### src/rtl/posit_sched_pkg.sv
// Shared types for the posit operand scheduler: FSM state, decoded field bundle
// and the NaR bit pattern.
package posit_sched_pkg;

  localparam int unsigned PositN  = 8;
  localparam int unsigned PositEs = 3;
  localparam int unsigned RegimeW = $clog2(PositN) + 2;
  localparam int unsigned MantW   = PositN - PositEs + 3;

  typedef enum logic [1:0] {
    StIdle,
    StDecA,
    StDecB,
    StOut
  } sched_state_t;

  typedef struct packed {
    logic               sign;
    logic [RegimeW-1:0] regime;
    logic [PositEs-1:0] exp;
    logic [MantW-1:0]   mant;
    logic               zero;
    logic               nar;
  } posit_fields_t;

  function automatic logic [PositN-1:0] nar_word();
    return {1'b1, {(PositN - 1){1'b0}}};
  endfunction

endpackage

### src/rtl/posit_field_decode.sv
// Combinational posit field decoder: sign, signed regime k, exponent and
// left-aligned mantissa with hidden bit; special values only raise their flag.
module posit_field_decode
  import posit_sched_pkg::*;
(
  input  logic [PositN-1:0] word_i,
  output posit_fields_t     fields_o
);

  localparam int unsigned BodyW = PositN - 1;
  localparam int unsigned CntW  = $clog2(PositN) + 1;

  logic [BodyW-1:0]   body;
  logic [BodyW-1:0]   rem;
  logic [CntW-1:0]    run_len;
  logic [RegimeW-1:0] run_ext;
  logic               run_open;
  logic               lead;
  logic               is_zero;
  logic               is_nar;

  assign is_zero = (word_i == '0);
  assign is_nar  = (word_i == nar_word());

  // Negative posits are folded to magnitude before regime detection.
  assign body = word_i[PositN-1] ? (-word_i[BodyW-1:0]) : word_i[BodyW-1:0];
  assign lead = body[BodyW-1];

  always_comb begin
    run_len  = '0;
    run_open = 1'b1;
    for (int i = BodyW - 1; i >= 0; i--) begin
      if (run_open && (body[i] == lead)) begin
        run_len = run_len + CntW'(1);
      end else begin
        run_open = 1'b0;
      end
    end
  end

  // Drop the regime run and its terminator; exponent then fraction sit at the top.
  assign rem     = body << (run_len + CntW'(1));
  assign run_ext = RegimeW'(run_len);

  always_comb begin
    fields_o      = '0;
    fields_o.zero = is_zero;
    fields_o.nar  = is_nar;
    if (!is_zero && !is_nar) begin
      fields_o.sign   = word_i[PositN-1];
      fields_o.regime = lead ? (run_ext - RegimeW'(1)) : (RegimeW'(0) - run_ext);
      fields_o.exp    = rem[BodyW-1 -: PositEs];
      fields_o.mant   = {1'b1, rem[BodyW-PositEs-1:0], 3'b000};
    end
  end

endmodule

### src/rtl/posit_operand_scheduler.sv
// Accepts a posit pair, decodes A then B through one shared decoder, and holds
// the fields for the multiplier. POSIT_SPECIAL_SKIP_EN bypasses decode on zero/NaR.
module posit_operand_scheduler
  import posit_sched_pkg::*;
#(
  parameter int unsigned N  = PositN,
  parameter int unsigned ES = PositEs,
  parameter int unsigned RS = $clog2(N),
  parameter int unsigned CW = 16
) (
  input  logic            clk,
  input  logic            reset,
  input  logic            in_valid,
  output logic            in_ready,
  input  logic [N-1:0]    in_a,
  input  logic [N-1:0]    in_b,
  output logic            out_valid,
  input  logic            out_ready,
  output logic            sign_a,
  output logic            sign_b,
  output logic [RS+1:0]   regime_a,
  output logic [RS+1:0]   regime_b,
  output logic [ES-1:0]   exp_a,
  output logic [ES-1:0]   exp_b,
  output logic [N-ES+2:0] mant_a,
  output logic [N-ES+2:0] mant_b,
  output logic            zero_a,
  output logic            zero_b,
  output logic            nar_a,
  output logic            nar_b,
  output logic [CW-1:0]   op_count
);

  sched_state_t  state_q, state_d;
  logic [N-1:0]  opa_q, opa_d;
  logic [N-1:0]  opb_q, opb_d;
  posit_fields_t fa_q, fa_d;
  posit_fields_t fb_q, fb_d;
  logic          in_ready_q, in_ready_d;
  logic          out_valid_q, out_valid_d;
  logic [CW-1:0] cnt_q, cnt_d;

  logic [N-1:0]  dec_word;
  posit_fields_t dec_fields;

  assign dec_word = (state_q == StDecB) ? opb_q : opa_q;

  posit_field_decode u_decode (
    .word_i   (dec_word),
    .fields_o (dec_fields)
  );

`ifdef POSIT_SPECIAL_SKIP_EN
  logic special_in;
  assign special_in = (in_a == '0) || (in_a == nar_word()) ||
                      (in_b == '0) || (in_b == nar_word());
`endif

  always_comb begin
    state_d = state_q;
    opa_d   = opa_q;
    opb_d   = opb_q;
    fa_d    = fa_q;
    fb_d    = fb_q;
    cnt_d   = cnt_q;
    unique case (state_q)
      StIdle: begin
        if (in_valid && in_ready_q) begin
          opa_d   = in_a;
          opb_d   = in_b;
          state_d = StDecA;
`ifdef POSIT_SPECIAL_SKIP_EN
          if (special_in) begin
            fa_d      = '0;
            fb_d      = '0;
            fa_d.zero = (in_a == '0);
            fa_d.nar  = (in_a == nar_word());
            fb_d.zero = (in_b == '0);
            fb_d.nar  = (in_b == nar_word());
            state_d   = StOut;
          end
`endif
        end
      end
      StDecA: begin
        fa_d    = dec_fields;
        state_d = StDecB;
      end
      StDecB: begin
        fb_d    = dec_fields;
        state_d = StOut;
      end
      StOut: begin
        if (out_ready) begin
          cnt_d   = cnt_q + CW'(1);
          state_d = StIdle;
        end
      end
      default: state_d = StIdle;
    endcase
    // Handshake flags are registered copies of the next state.
    in_ready_d  = (state_d == StIdle);
    out_valid_d = (state_d == StOut);
  end

  always_ff @(posedge clk) begin
    if (reset) begin
      state_q     <= StIdle;
      opa_q       <= '0;
      opb_q       <= '0;
      fa_q        <= '0;
      fb_q        <= '0;
      in_ready_q  <= 1'b0;
      out_valid_q <= 1'b0;
      cnt_q       <= '0;
    end else begin
      state_q     <= state_d;
      opa_q       <= opa_d;
      opb_q       <= opb_d;
      fa_q        <= fa_d;
      fb_q        <= fb_d;
      in_ready_q  <= in_ready_d;
      out_valid_q <= out_valid_d;
      cnt_q       <= cnt_d;
    end
  end

  assign in_ready  = in_ready_q;
  assign out_valid = out_valid_q;
  assign op_count  = cnt_q;
  assign sign_a    = fa_q.sign;
  assign sign_b    = fb_q.sign;
  assign regime_a  = fa_q.regime;
  assign regime_b  = fb_q.regime;
  assign exp_a     = fa_q.exp;
  assign exp_b     = fb_q.exp;
  assign mant_a    = fa_q.mant;
  assign mant_b    = fb_q.mant;
  assign zero_a    = fa_q.zero;
  assign zero_b    = fb_q.zero;
  assign nar_a     = fa_q.nar;
  assign nar_b     = fb_q.nar;

endmodule

### config.mk
export PLATFORM = sky130hd
export DESIGN_NAME = posit_operand_scheduler
export DESIGN_NICKNAME = d
export VERILOG_FILES = /design/src/rtl/posit_sched_pkg.sv /design/src/rtl/posit_field_decode.sv /design/src/rtl/posit_operand_scheduler.sv
export SDC_FILE = /design/constraint.sdc
export NUM_CORES = 1
export LEC_CHECK = 0
export ABC_AREA = 1
export BUFFER_PORTS_ARGS = -buffer_cell sky130_fd_sc_hd__buf_4
export CAP_MARGIN = 25
export CELL_PAD_IN_SITES_DETAIL_PLACEMENT = 2
export CELL_PAD_IN_SITES_GLOBAL_PLACEMENT = 2
export CORE_MARGIN = 1
export CORE_UTILIZATION = 25
export CTS_CLUSTER_DIAMETER = 100
export DETAILED_ROUTE_END_ITERATION = 10
export PLACE_DENSITY_LB_ADDON = 0.1
export SYNTH_ARGS = -nofsm -noshare
export SYNTH_HDL_FRONTEND = slang
export SYNTH_HIERARCHICAL = 1
export SYNTH_SLANG_ARGS = --single-unit
### constraint.sdc
create_clock -name clk -period 4.6 [get_ports clk]
set_clock_uncertainty 0.05 [all_clocks]
set_input_delay 0.46 -clock clk [delete_from_list [all_inputs] [get_ports clk]]
set_output_delay 0.46 -clock clk [all_outputs]
set_load 0.02 [all_outputs]
==> impl_metrics.py <==
metrics = {
    "route": {
        "route.vias.total": 3777,
        "drtPass1Iterations": 4,
        "via_per_inst": 4.646,
        "drc": 0,
        "wl_per_cell_um": 15.67,
        "postRouteWirelength_um": 12740,
        "drtAntennaViolNets": 0,
        "drt_iter0_drc": 91,
    },
    "timing": {
        "setup_violations": 0,
        "min_period_ps": 3876,
        "final-max-slew-violation-count": 0,
        "relSlewSlack_pct": 51.89,
        "grt_setup_unrepaired": "no",
        "worst_slack_ps": 723.5,
        "fmax_ghz": 0.2580,
        "worst_pin_slew_ps": 720.8,
        "setup_tns_ps": 0,
        "report.final.hold_viol_count": 0,
        "min_period_over_period_pct": 84.27,
    },
    "power_and_ir_drop": {
        "leakagePower_uw": 0.002222,
        "p_int_uw": 1530,
        "sw_frac_of_total_pct": 40.65,
        "power_density_nw_per_um2": 537.5,
        "pwr-share-seq_pct": 28.6,
        "power.share.clock_pct": 30.1,
        "combPwrFrac_pct": 41.3,
        "switchingPower_uw": 1048,
        "ir_worst_vdd_mv": 0.2448,
    },
    "final_layout": {
        "fillers": 1742,
        "layout-drive-gt1-share_pct": 22.89,
        "n_antenna_cell": 0,
        "area_growth_pct": 27.72,
        "nets": 648,
        "fin_cells": 813,
    },
    "floorplanning": {
        "fp.dieW_um": 124.6,
        "start_util_pct": 25.74,
        "io_pins": 76,
        "core_area_um2": 14590,
        "dieHeight_um": 124.6,
        "die_area_um2": 15510,
        "rows": 44,
    },
    "logic_synthesis": {
        "yosys.area.top_type": "dfxtp_1",
        "avgSynthCellArea_um2": 6.753,
        "synthTopCellsByCount": "148 x nor2_1, 96 x nand2_1, 74 x dfxtp_1",
        "yosysMostFrequentCell": "nor2_1",
        "ys_warn_count": 6,
        "async_flop_share_pct": 0,
        "synth_top_area_share_pct": 39.45,
        "ys.flop_type": "dfxtp_1",
        "synth_top_cells_by_area": "dfxtp_1 39%, nor2_1 15%, nand2_1 9.6%",
        "syn-instance-count": 556,
        "synth.distinct_cells": 38,
        "yosysSeqAreaShare_pct": 39.45,
        "synth-seq-cells": 74,
        "synthesis.area_um2": 3755,
        "synth_edf_count": 0,
    },
    "cts": {
        "cts_tree": "built",
        "postCtsSetupBuffers": 0,
        "cts_max_level": 3,
        "cts_resized": 0,
        "insertion_delay_ps": 340,
        "clkTransAtPathRegs_ps": 60,
        "cts.sinks": 74,
        "cts.path.max_buffers": 2,
        "postCtsHoldBufs": 0,
        "cts_buffers": 9,
        "cts-root-buf": "clkbuf_16",
    },
    "global_route": {
        "track_usage_pct": 17.30,
        "grt_pass1_wl_um": 21220,
        "grt-ovfl-total": 0,
        "antenna_found_initial": 0,
        "grt_max_degree": 32,
        "grt_pass1_vias": 4143,
    },
    "run_status": {
        "outcome": "complete, no violations",
    },
    "worst_setup_path": {
        "crit_type": "register to register",
        "startpoint": "state_q[0]$_SDFF_PP0_",
        "startpoint_type": "register",
        "critPathArrivalTime_ps": 4100,
        "cp_max_fo": 13,
        "path_common_cell": "nand2_1",
        "required_ps": 4830,
        "max_stage_delay_ps": 450,
        "cp_slowest_cell": "ha_1",
        "end_kind": "register",
        "rr_startpoint": "state_q[0]$_SDFF_PP0_",
        "path_cells": "nor2_2, buf_4, inv_2, nand2_1, nand2_1, inv_2, ha_1, nand2_1, nand3b_1, nand2_1, nand3_1, nand2_1, inv_2, a21oi_4, nand2_4, ha_1, inv_1, nand2_1, nor3b_1, nor2_1, nor2_1",
    },
    "placement": {
        "finalWeightedCongestion": 0.7883,
        "dp_slack_ps": 737.9,
        "dp_hpwl_um": 9876,
        "placedCellCount": 797,
        "numPortBuffers": 75,
    },
    "min_path": {
        "hp-class": "primary input to register",
        "holdCritStartpoint": "in_b[0]",
    },
    "flow_run": {
        "max_cap_violations": 0,
    },
}
per-layer routing:
metal	GRT usage (%)	vias to the layer above	routed length, um
met3	3.694	14	418
met4	5.315	0	184
met2	31.56	57	6637
li1	-	1884	-
met1	19.96	1822	5503
met5	0	-	0
cells by family (layout without fill, tap and decap cells):
group	Yosys count	in the layout	share of synthesized area, %
simple gates	319	319	37.79
compound gates	81	81	11.46
flops	74	74	39.45
fa+ha+maj	4	4	1.333
xor+xnor	4	4	1.133
other cells	1	3	0.09987
buf+inv	73	144	8.730
path summary, 6_finish.rpt:
check             slack, ps                     end  cells after the start
setup / recovery        720  mant_a[3]$_SDFFE_PP0N_                     21
setup reg to reg        720  mant_a[3]$_SDFFE_PP0N_                     21
hold reg to reg         440   opa_q[2]$_SDFFE_PP0P_                      2
hold / removal          330   opb_q[0]$_SDFFE_PP0P_                      3
final cells by class:
class	instances	area, um^2	share of cell area, %
flip-flops and latches	74	1481	30.89
clock buffers	10	239.0	4.983
well taps	184	230.2	4.800
repair buffers	81	628.1	13.10
multi-input cells	411	1953	40.73
clock inverters	6	87.58	1.826
inverters	47	176.4	3.679
power by group through the flow:
stage	logic (uW)	registers, uW	clock network (uW)
after floorplan	753	791	0
after global placement	1040	752	0
after detailed placement	1080	753	0
after CTS	1080	740	811
after global routing	1190	746	833
final	1060	739	776
through the flow:
| step | total power [uW] | hold slack (ps) | area [um^2] | utilization (%) |
|---|---|---|---|---|
| global route | 2772 | 343.9 | 4796 | 32.87 |
| finish | 2578 | 332.8 | 4796 | 32.87 |
| CTS | 2635 | 323.1 | 4796 | 32.87 |
| global placement | 1794 | 427.2 | 4442 | 30.45 |
| floorplan | 1544 | 405.4 | 3762 | - |
| detailed placement | 1830 | 430.6 | 4469 | 30.63 |
state kept, by name, summed over array words and instances (netlist names), 2 cells and up:
register / flops
opb_q: 8
opa_q: 8
mant_b: 8
mant_a: 8
exp_a: 3
regime_b: 5
exp_b: 3
regime_a: 5
op_count: 16
state_q: 2
critical path, delay by kind of cell, from the launching register on:
family	cells	cell delay, ps
compound gates	1	180
fa+ha+maj	2	690
buf+inv	5	690
flops	1	420
simple gates	13	1800
placed cells by master, fill, tap and decap left out, types with 2 or more instances in the layout:
| cell | count |
|---|---|
| o21ai_0 | 62 |
| nand2_2 | 14 |
| nand3b_1 | 2 |
| nand4_1 | 5 |
| nand2_1 | 96 |
| nor2_2 | 6 |
| inv_1 | 36 |
| nand3_1 | 27 |
| ha_1 | 4 |
| inv_2 | 11 |
| xor2_1 | 3 |
| clkinv_2 | 2 |
| a21oi_1 | 12 |
| bufinv_16 | 2 |
| nand3_2 | 4 |
| dfxtp_1 | 74 |
| nor2_1 | 148 |
| clkbuf_16 | 9 |
| nor3_1 | 5 |
| conb_1 | 3 |
| nand2_4 | 3 |
| o21a_1 | 3 |
| buf_4 | 80 |
Power figures use the tool's default switching activity.
